===== src/rtl/mac_pkg.sv =====
// mac_pkg: shared definitions for the MAC sequencing controller.
// Holds the controller state encoding and the default widths used by
// mac_ctrl and mac_tap_cnt.
package mac_pkg;

    localparam int DATA_W_DEF = 16;
    localparam int ACC_W_DEF  = 32;
    localparam int TAP_W_DEF  = 10;

    typedef enum logic [2:0] {
        IDLE  = 3'd0,
        CLEAR = 3'd1,
        RUN   = 3'd2,
        DRAIN = 3'd3,
        DONE  = 3'd4
    } state_t;

endpackage


===== src/rtl/mac_tap_cnt.sv =====
// mac_tap_cnt: counts operand pairs accepted by the controller.
// tc flags that the next accepted pair is the final one of the job, so the
// controller can leave RUN on that same acceptance. The count only reaches
// num_taps, which always fits in TAP_W bits, so it never wraps.
module mac_tap_cnt
    import mac_pkg::*;
#(
    parameter int TAP_W = TAP_W_DEF
) (
    input  logic             clk_gated,
    input  logic             rst,
    input  logic             clr,
    input  logic             en,
    input  logic [TAP_W-1:0] last,
    output logic             tc
);

    logic [TAP_W-1:0] count;

    // Pair counter: cleared at the start of each job, advanced per accepted pair.
    always_ff @(posedge clk_gated or negedge rst) begin
        if (!rst) begin
            count <= '0;
        end else if (clr) begin
            count <= '0;
        end else if (en) begin
            count <= count + TAP_W'(1);
        end
    end

    assign tc = (count == last);

endmodule


===== src/rtl/mac_ctrl.sv =====
// mac_ctrl: sequences an external multiply-accumulate datapath through one
// dot product of num_taps operand pairs and captures the accumulator value.
// Optional build macro: MAC_CTRL_RELU_EN -- when defined, a negative
// accumulator value is captured as zero.
module mac_ctrl
    import mac_pkg::*;
#(
    parameter int DATA_W = DATA_W_DEF,
    parameter int ACC_W  = ACC_W_DEF,
    parameter int TAP_W  = TAP_W_DEF
) (
    input  logic                     clk_gated,
    input  logic                     rst,
    input  logic                     start,
    input  logic [TAP_W-1:0]         num_taps,
    input  logic                     abort,
    input  logic                     in_valid,
    output logic                     in_ready,
    input  logic signed [DATA_W-1:0] pixel_in,
    input  logic signed [DATA_W-1:0] kernel_in,
    output logic                     mac_start,
    output logic                     mac_rst_n,
    output logic signed [DATA_W-1:0] mac_pixel,
    output logic signed [DATA_W-1:0] mac_kernel,
    input  logic signed [ACC_W-1:0]  mac_result,
    output logic                     busy,
    output logic                     out_valid,
    input  logic                     out_ready,
    output logic signed [ACC_W-1:0]  result
);

    state_t           state;
    state_t           state_nxt;
    logic [TAP_W-1:0] taps_q;
    logic             cnt_clr;
    logic             cnt_tc;

    // Result conditioning applied when the accumulator is captured.
    function automatic logic signed [ACC_W-1:0] capture_fn(input logic signed [ACC_W-1:0] v);
`ifdef MAC_CTRL_RELU_EN
        return v[ACC_W-1] ? '0 : v;
`else
        return v;
`endif
    endfunction

    mac_tap_cnt #(
        .TAP_W (TAP_W)
    ) u_tap_cnt (
        .clk_gated (clk_gated),
        .rst       (rst),
        .clr       (cnt_clr),
        .en        (mac_start),
        .last      (taps_q - TAP_W'(1)),
        .tc        (cnt_tc)
    );

    // State register.
    always_ff @(posedge clk_gated or negedge rst) begin
        if (!rst) begin
            state <= IDLE;
        end else begin
            state <= state_nxt;
        end
    end

    // Tap count is latched only when a start is accepted from IDLE.
    always_ff @(posedge clk_gated or negedge rst) begin
        if (!rst) begin
            taps_q <= '0;
        end else if (state == IDLE && start) begin
            taps_q <= num_taps;
        end
    end

    // Result is zeroed for each new job and loaded at the end of DRAIN.
    always_ff @(posedge clk_gated or negedge rst) begin
        if (!rst) begin
            result <= '0;
        end else if (state == CLEAR) begin
            result <= '0;
        end else if (state == DRAIN && !abort) begin
            result <= capture_fn(mac_result);
        end
    end

    // Next-state and outputs; abort overrides everything outside IDLE.
    always_comb begin
        state_nxt  = state;
        in_ready   = 1'b0;
        mac_start  = 1'b0;
        mac_pixel  = '0;
        mac_kernel = '0;
        out_valid  = 1'b0;
        busy       = (state != IDLE);
        mac_rst_n  = rst;
        cnt_clr    = 1'b0;

        case (state)
            IDLE: begin
                if (start) state_nxt = CLEAR;
            end
            CLEAR: begin
                mac_rst_n = 1'b0;
                cnt_clr   = 1'b1;
                state_nxt = (taps_q != '0) ? RUN : DONE;
            end
            RUN: begin
                in_ready   = 1'b1;
                mac_start  = in_valid;
                mac_pixel  = pixel_in;
                mac_kernel = kernel_in;
                if (in_valid && cnt_tc) state_nxt = DRAIN;
            end
            DRAIN: begin
                state_nxt = DONE;
            end
            DONE: begin
                out_valid = 1'b1;
                if (out_ready) state_nxt = IDLE;
            end
            default: begin
                state_nxt = IDLE;
            end
        endcase

        if (abort && state != IDLE) begin
            state_nxt = IDLE;
            in_ready  = 1'b0;
            mac_start = 1'b0;
            out_valid = 1'b0;
            mac_rst_n = 1'b0;
        end
    end

endmodule


===== config.mk =====
export PLATFORM = sky130hd
export DESIGN_NAME = mac_ctrl
export DESIGN_NICKNAME = d
export VERILOG_FILES = /design/src/rtl/mac_pkg.sv /design/src/rtl/mac_tap_cnt.sv /design/src/rtl/mac_ctrl.sv
export SDC_FILE = /design/constraint.sdc
export NUM_CORES = 1
export LEC_CHECK = 0
export ABC_AREA = 1
export CAP_MARGIN = 20
export CORE_MARGIN = 4
export CORE_UTILIZATION = 37
export CTS_CLUSTER_DIAMETER = 100
export DETAILED_ROUTE_END_ITERATION = 8
export PLACE_DENSITY_LB_ADDON = 0.25
export SETUP_SLACK_MARGIN = 0.2
export SLEW_MARGIN = 5
export SYNTH_ARGS = -nofsm -noshare
export SYNTH_HDL_FRONTEND = slang
export SYNTH_SLANG_ARGS = --single-unit

===== constraint.sdc =====
create_clock -name clk_gated -period 1.56 [get_ports clk_gated]
set_input_delay 0.39 -clock clk_gated [delete_from_list [all_inputs] [get_ports clk_gated]]
set_output_delay 0.39 -clock clk_gated [all_outputs]
set_load 0.01 [all_outputs]

==> results of run 1 <==
[worst max-delay path: stages (launching register included)]
cell       delay (ps)
dfrtp_1           430
inv_2              70
buf_4             150
or4_4             600
buf_12            170
clkbuf_16         160
nand3_2            70
o21ai_2            50
[power breakdown]
| group | switching (mW) | total (mW) | internal [mW] |
|---|---|---|---|
| Combinational | 2.39 | 4.77 | 2.37 |
| Sequential | 0.397 | 2.31 | 1.91 |
| Clock | 0.504 | 0.821 | 0.318 |
[cell type report]
type                            count  area share (%)
Timing Repair Buffer              222            34.7
Clock buffer                        5            1.20
Multi-Input combinational cell    250            31.1
Inverter                           96            6.30
Tap cell                          105            2.30
Sequential cell                    55            24.1
Clock inverter                      2           0.306
[kinds of logic after synthesis]
| kind of cell | Yosys count | share of synthesized area [%] |
|---|---|---|
| xor+xnor | 5 | 1.40 |
| buf+inv | 110 | 14.7 |
| flops | 55 | 43.9 |
| fa+ha+maj | 3 | 1.20 |
| compound gates | 59 | 12.8 |
| mux | 1 | 0.359 |
| simple gates | 182 | 25.7 |
[worst max path at each step]
stage / to / slack [ps] / cells past startpoint
global route: mac_rst_n / -320 / 6
detailed placement: mac_start / -620 / 4
floorplan: u_tap_cnt.count[9]$_DFFE_PN0P_ / 60 / 8
CTS: mac_pixel[5] / -230 / 5
global placement: mac_start / -610 / 4
finish: result[24]$_DFFE_PN0P_ / -250 / 7
[layer usage]
layer	wire (microns)	global-route usage [%]	vias to the layer above
met3	629	5.28	15
met5	0	0	-
li1	-	-	1711
met4	127	5.28	0
met1	4070	23.7	1613
met2	5690	35.3	88
[flip-flops by register name, indices dropped and copies added, names as in the netlist]
| name | flops |
|---|---|
| result | 32 |
| taps_q | 10 |
| u_tap_cnt.count | 10 |
| state | 3 |
[cell usage after synthesis, types with 2 or more instances]
cell type / instances / area share [%]
nor4_1: 2 / 0.40
inv_1: 94 / 11
inv_2: 2 / 0.24
clkbuf_1: 5 / 0.60
o21ai_2: 24 / 6.7
buf_6: 6 / 2.2
o21ai_1: 8 / 1.3
nand3_1: 46 / 7.3
o21ai_0: 8 / 1.3
a21oi_1: 15 / 2.4
ha_1: 3 / 1.2
nor2_1: 64 / 7.7
nor3_1: 6 / 0.96
nand2_1: 55 / 6.6
buf_1: 2 / 0.24
xnor2_1: 4 / 1.1
dfrtp_1: 55 / 44
[through the flow]
step | cells | hold WS (ps) | utilization (%)
CTS | 715 | 307 | 64.9
finish | 735 | 269 | 69.6
detailed placement | 686 | 504 | 60.8
global route | 735 | 326 | 69.6
global placement | 686 | 497 | 60.8
floorplan | 415 | 94.4 | -
[timing repair]
| item | in CTS | in global routing |
|---|---|---|
| endpoints found under the setup margin | 114 | 118 |
| pin swaps | 8 | 28 |
| resized for setup | 293 | 108 |
| cloned | 5 | 3 |
| buffers inserted | 17 | 17 |
==> reports/metrics.cfg, run 1 <==
[status]
outcome=finished with violations
violations=negative setup slack

[sta]
period_needed_ps=1810
slew-limit-headroom_pct=52.0
hold_viol=0
fin_ws_ps=-248
rsz0062_at_grt=yes
tightestPinTransition_ps=720
clock-skew-final_ps=4.67
finalCritPeriodShare_pct=116
setup_viol=75
max_freq_ghz=0.553
final_max_slew_viol_count=0
setup_tns_ps=-14060

[layout]
multi_input_area_sq_um=1780
nFillCells=654
antenna_cells=0
final_nets=713
mostFrequentLayoutCell=inv_1
syn_to_final_growth_pct=82.3
final_cell_mix=inv_1, clkdlybuf4s50_1, buf_2, dfrtp_1, nand2_1
regArea_sq_um=1380
drive_gt1_share_pct=44.9
design_area_sq_um=5720

[placed_design]
gp_congestion=0.870
hpwl_mm=6.89
port_buffers=148
post_dp_cell_area_sq_um=4990
dp_slack_ps=-621

[floorplanning]
num_io_pins=149
die_y_microns=100
die_area_sq_um=10000
die_w_microns=100
rows=33
core_sq_um=8220
initial_core_util_pct=38.2

[global_route]
grt-ovfl-total=0
grt_start_max_net_pins=56
grt_pass1_vias=3410
grt_pass1_wl_mm=16.0
antenna_found_initial=0
grt_use_total_pct=19.9

[setup_path]
r2r-end=result[24]$_DFFE_PN0P_
critPathLaunchType=register
ff2ff_setup_slack_ps=-250
cp.arrival_ps=2020
cp-startpoint=state[0]$_DFFE_PN0P_
r2r_start=state[0]$_DFFE_PN0P_
critPathRequiredTime_ps=1780
worstPathMaxFanout=8
rr_worst_depth=7
critPathCaptureType=register
path_class=reg2reg

[drt]
viasPerCell=4.66
vias=3427
drtPass1Iterations=4
drtIter0Drc=94
wirelength_mm=10.5
remaining_drc_errors=0
avgRoutedWirePerCell_microns=14.3
antenna_left=0

[cts]
htreeDepth=2
numCtsBuffers=5
cts.sinks=55
ctsLongestPathBuffers=2
insertion_delay_ps=320
path_clk_slew_ps=100
cts_root_buf=clkbuf_8
ctsHoldBuffers=0
cts_tree=yes

[logic_synthesis]
syn_inst=415
synth_area_sq_um=3140
seq_area_frac_synth_pct=43.9
syn-num-nets=498
synth_flop_cell=dfrtp_1
synth_cell_types=33
synth.avg_cell_area_sq_um=7.56
ys_seq_elements=55
synth_edf_count=0
yosysWarnings=0
async_reset_ff_share_pct=100

[job]
drv_cap=0

[pwr]
p_leak_nw=2.94
vdd_drop_max_v=0.000679
p_per_area_nw_per_um2=1380
total_power_mw=7.90

[min_path]
min-delay-path-class=in2async

Note: power is estimated with default switching activity, not from simulation.
==> run 2: changes to the inputs <==
SYNTH_HIERARCHICAL = 1   (was not set)
==> run 2 against run 1 <==
Against the previous run:
- the flow still finishes with violations (negative setup slack)
- sequential power is essentially flat
- area after synthesis shrank 0.84%
- core utilization grew 4.0 points
- clock power shrank 1%
- first-iteration DRC count grew 57%
- count of clock-buffer cells in the layout is the same
==> reports/metrics.cfg, run 2 <==
[status]
outcome=finished with violations
violations=negative setup slack

[setup_path]
crit_top_cell=nor2_4
critPathCapture=mac_pixel[15]
path_class=reg2out
cp-startpoint=state[2]$_DFFE_PN0P_
ff2ff_setup_slack_ps=-290
crit_family=flip-flops
r2r-end=u_tap_cnt/count[9]$_DFFE_PN0P_
max_stage_delay_ps=430
worstPathMaxFanout=5
path_buf_inv=3
r2r_start=state[2]$_DFFE_PN0P_
crit_cells=6
cp.arrival_ps=1510
critPathLaunchType=register
critPathCaptureType=primary output
rr_worst_depth=12
critPathRequiredTime_ps=1170
crit_slowest_cell=dfrtp_1
crit_chain=nor2_4 -> nand2_4 -> buf_12 -> clkbuf_16 -> nor2_4 -> buf_6

[sta]
rsz0062_at_grt=yes
slew-limit-headroom_pct=51.6
tightestPinTransition_ps=725
finalCritPeriodShare_pct=122
period_needed_ps=1900
final_max_slew_viol_count=0
hold_viol=0
clock-skew-final_ps=6.61
setup_viol=56
fin_ws_ps=-343
setup_tns_ps=-13800
max_freq_ghz=0.525

[global_route]
busiest_layer=met2
grt_pass1_wl_mm=16.5
grt-ovfl-total=0
grt_pass1_vias=3438
grt_start_max_net_pins=56
use_met1_pct=24.9
antenna_found_initial=0
grt_use_total_pct=20.3
met2_usage_pct=35.9
use_met3_pct=6.03

[drt]
viasPerCell=4.85
wirelength_mm=11.0
drtIter0Drc=148
remaining_drc_errors=0
antenna_left=0
drtPass1Iterations=6
avgRoutedWirePerCell_microns=15.3
vias=3489

[layout]
largest_register=result
fin_cells=719
antenna_cells=0
largest_reg_flops=32
syn_to_final_growth_pct=94.5
fin_util_pct=73.6
drive_gt1_share_pct=45.4
largestRegisters=result: 32 flops, taps_q: 10 flops, u_tap_cnt/count: 10 flops
mostFrequentLayoutCell=inv_1
final_cell_mix=inv_1, clkdlybuf4s50_1, buf_6
final_nets=695

[pwr]
p_leak_nw=2.99
vdd_drop_max_v=0.00112
p_per_area_nw_per_um2=1480

[logic_synthesis]
synth.most_common_cell=inv_1
synth.avg_cell_area_sq_um=7.70
synthTopCellsByCount=inv_1, nor2_1, dfrtp_1
synth_area_sq_um=3110
syn-num-nets=486
post-synth-top-area-cell=dfrtp_1
synth_flop_cell=dfrtp_1
seq_area_frac_synth_pct=44.2
synth_area_leaders=dfrtp_1, inv_1, nor2_1
synth_cell_types=26
ys_seq_elements=55
synth_top_area_share_pct=44.2
yosysWarnings=6
async_reset_ff_share_pct=100
synth_edf_count=0
syn_inst=404

[floorplanning]
core_sq_um=8220
num_io_pins=149
die_y_microns=99.7
rows=33
initial_core_util_pct=37.9
die_w_microns=99.7
die_area_sq_um=9940

[cts]
ctsLongestPathBuffers=2
cts.sinks=55
cts_tree=yes
ctsHoldBuffers=0
insertion_delay_ps=310
htreeDepth=2
numCtsBuffers=5
cts_root_buf=clkbuf_8
path_clk_slew_ps=110

[placed_design]
gp_congestion=0.854
placedCellCount=672
hpwl_mm=6.79
port_buffers=148
dp_slack_ps=-639

[min_path]
min-delay-path-class=in2async

[job]
drv_cap=0

==> run 2: worst min path at each step <==
| stage | end | depth (start not counted) | slack (ps) |
|---|---|---|---|
| 5_1_grt | taps_q[0]$_DFFE_PN0P_ | 2 | 320 |
| 6_report | taps_q[5]$_DFFE_PN0P_ | 2 | 270 |
| 4_1_cts | taps_q[5]$_DFFE_PN0P_ | 2 | 300 |
| 2_1_floorplan | result[0]$_DFFE_PN0P_ | 0 | 90 |
| 3_5_place_dp | result[12]$_DFFE_PN0P_ | 2 | 500 |
| 3_3_place_gp | result[22]$_DFFE_PN0P_ | 2 | 500 |
==> run 2: cell type report <==
class	instances	area [sq um]
clock inverters	3	18.8
well taps	105	131
fillers	590	2170
inverters	91	344
flip-flops and latches	55	1380
clock buffers	5	68.8
multi-input cells	244	1900
repair buffers	216	2210
==> run 2: what timing repair did <==
item                                    in CTS  in global routing
endpoints found under the setup margin     122                119
gates resized for setup                    265                153
pin swaps                                   14                 12
buffers inserted                            18                 11
cloned                                       7                  3
==> run 2: cell families (layout without fill, tap and decap cells) <==
group / Yosys count / in the layout / synth area share, %
and+or+nand+nor: 175 / 175 / 24.9
buffers and inverters: 105 / 315 / 14.6
DFF: 55 / 55 / 44.2
AOI/OAI and AO/OA: 48 / 48 / 9.77
xor gates and xnor gates: 14 / 14 / 3.94
muxes: 5 / 5 / 1.81
adders and majority gates: 2 / 2 / 0.804
==> run 2: through the flow <==
stage | hold slack (ps) | power (mW) | cell area (sq um)
detailed placement | 503 | 6.57 | 5050
CTS | 304 | 7.94 | 5510
global placement | 497 | 6.46 | 5050
global route | 323 | 9.50 | 6050
floorplan | 94.4 | 4.44 | 3320
finish | 265 | 8.93 | 6050
==> run 2: layer usage <==
metal	vias up	share of wire (%)
met5	-	0
met4	0	1.1
met3	15	10
met2	159	50
met1	1661	39
li1	1654	-
==> run 2: power by group <==
part | switching [mW] | internal (mW) | leakage (nW) | total, mW
Combinational | 2.76 | 3.02 | 2.21 | 5.78
Clock | 0.491 | 0.318 | 0.0483 | 0.809
Sequential | 0.406 | 1.93 | 0.726 | 2.34
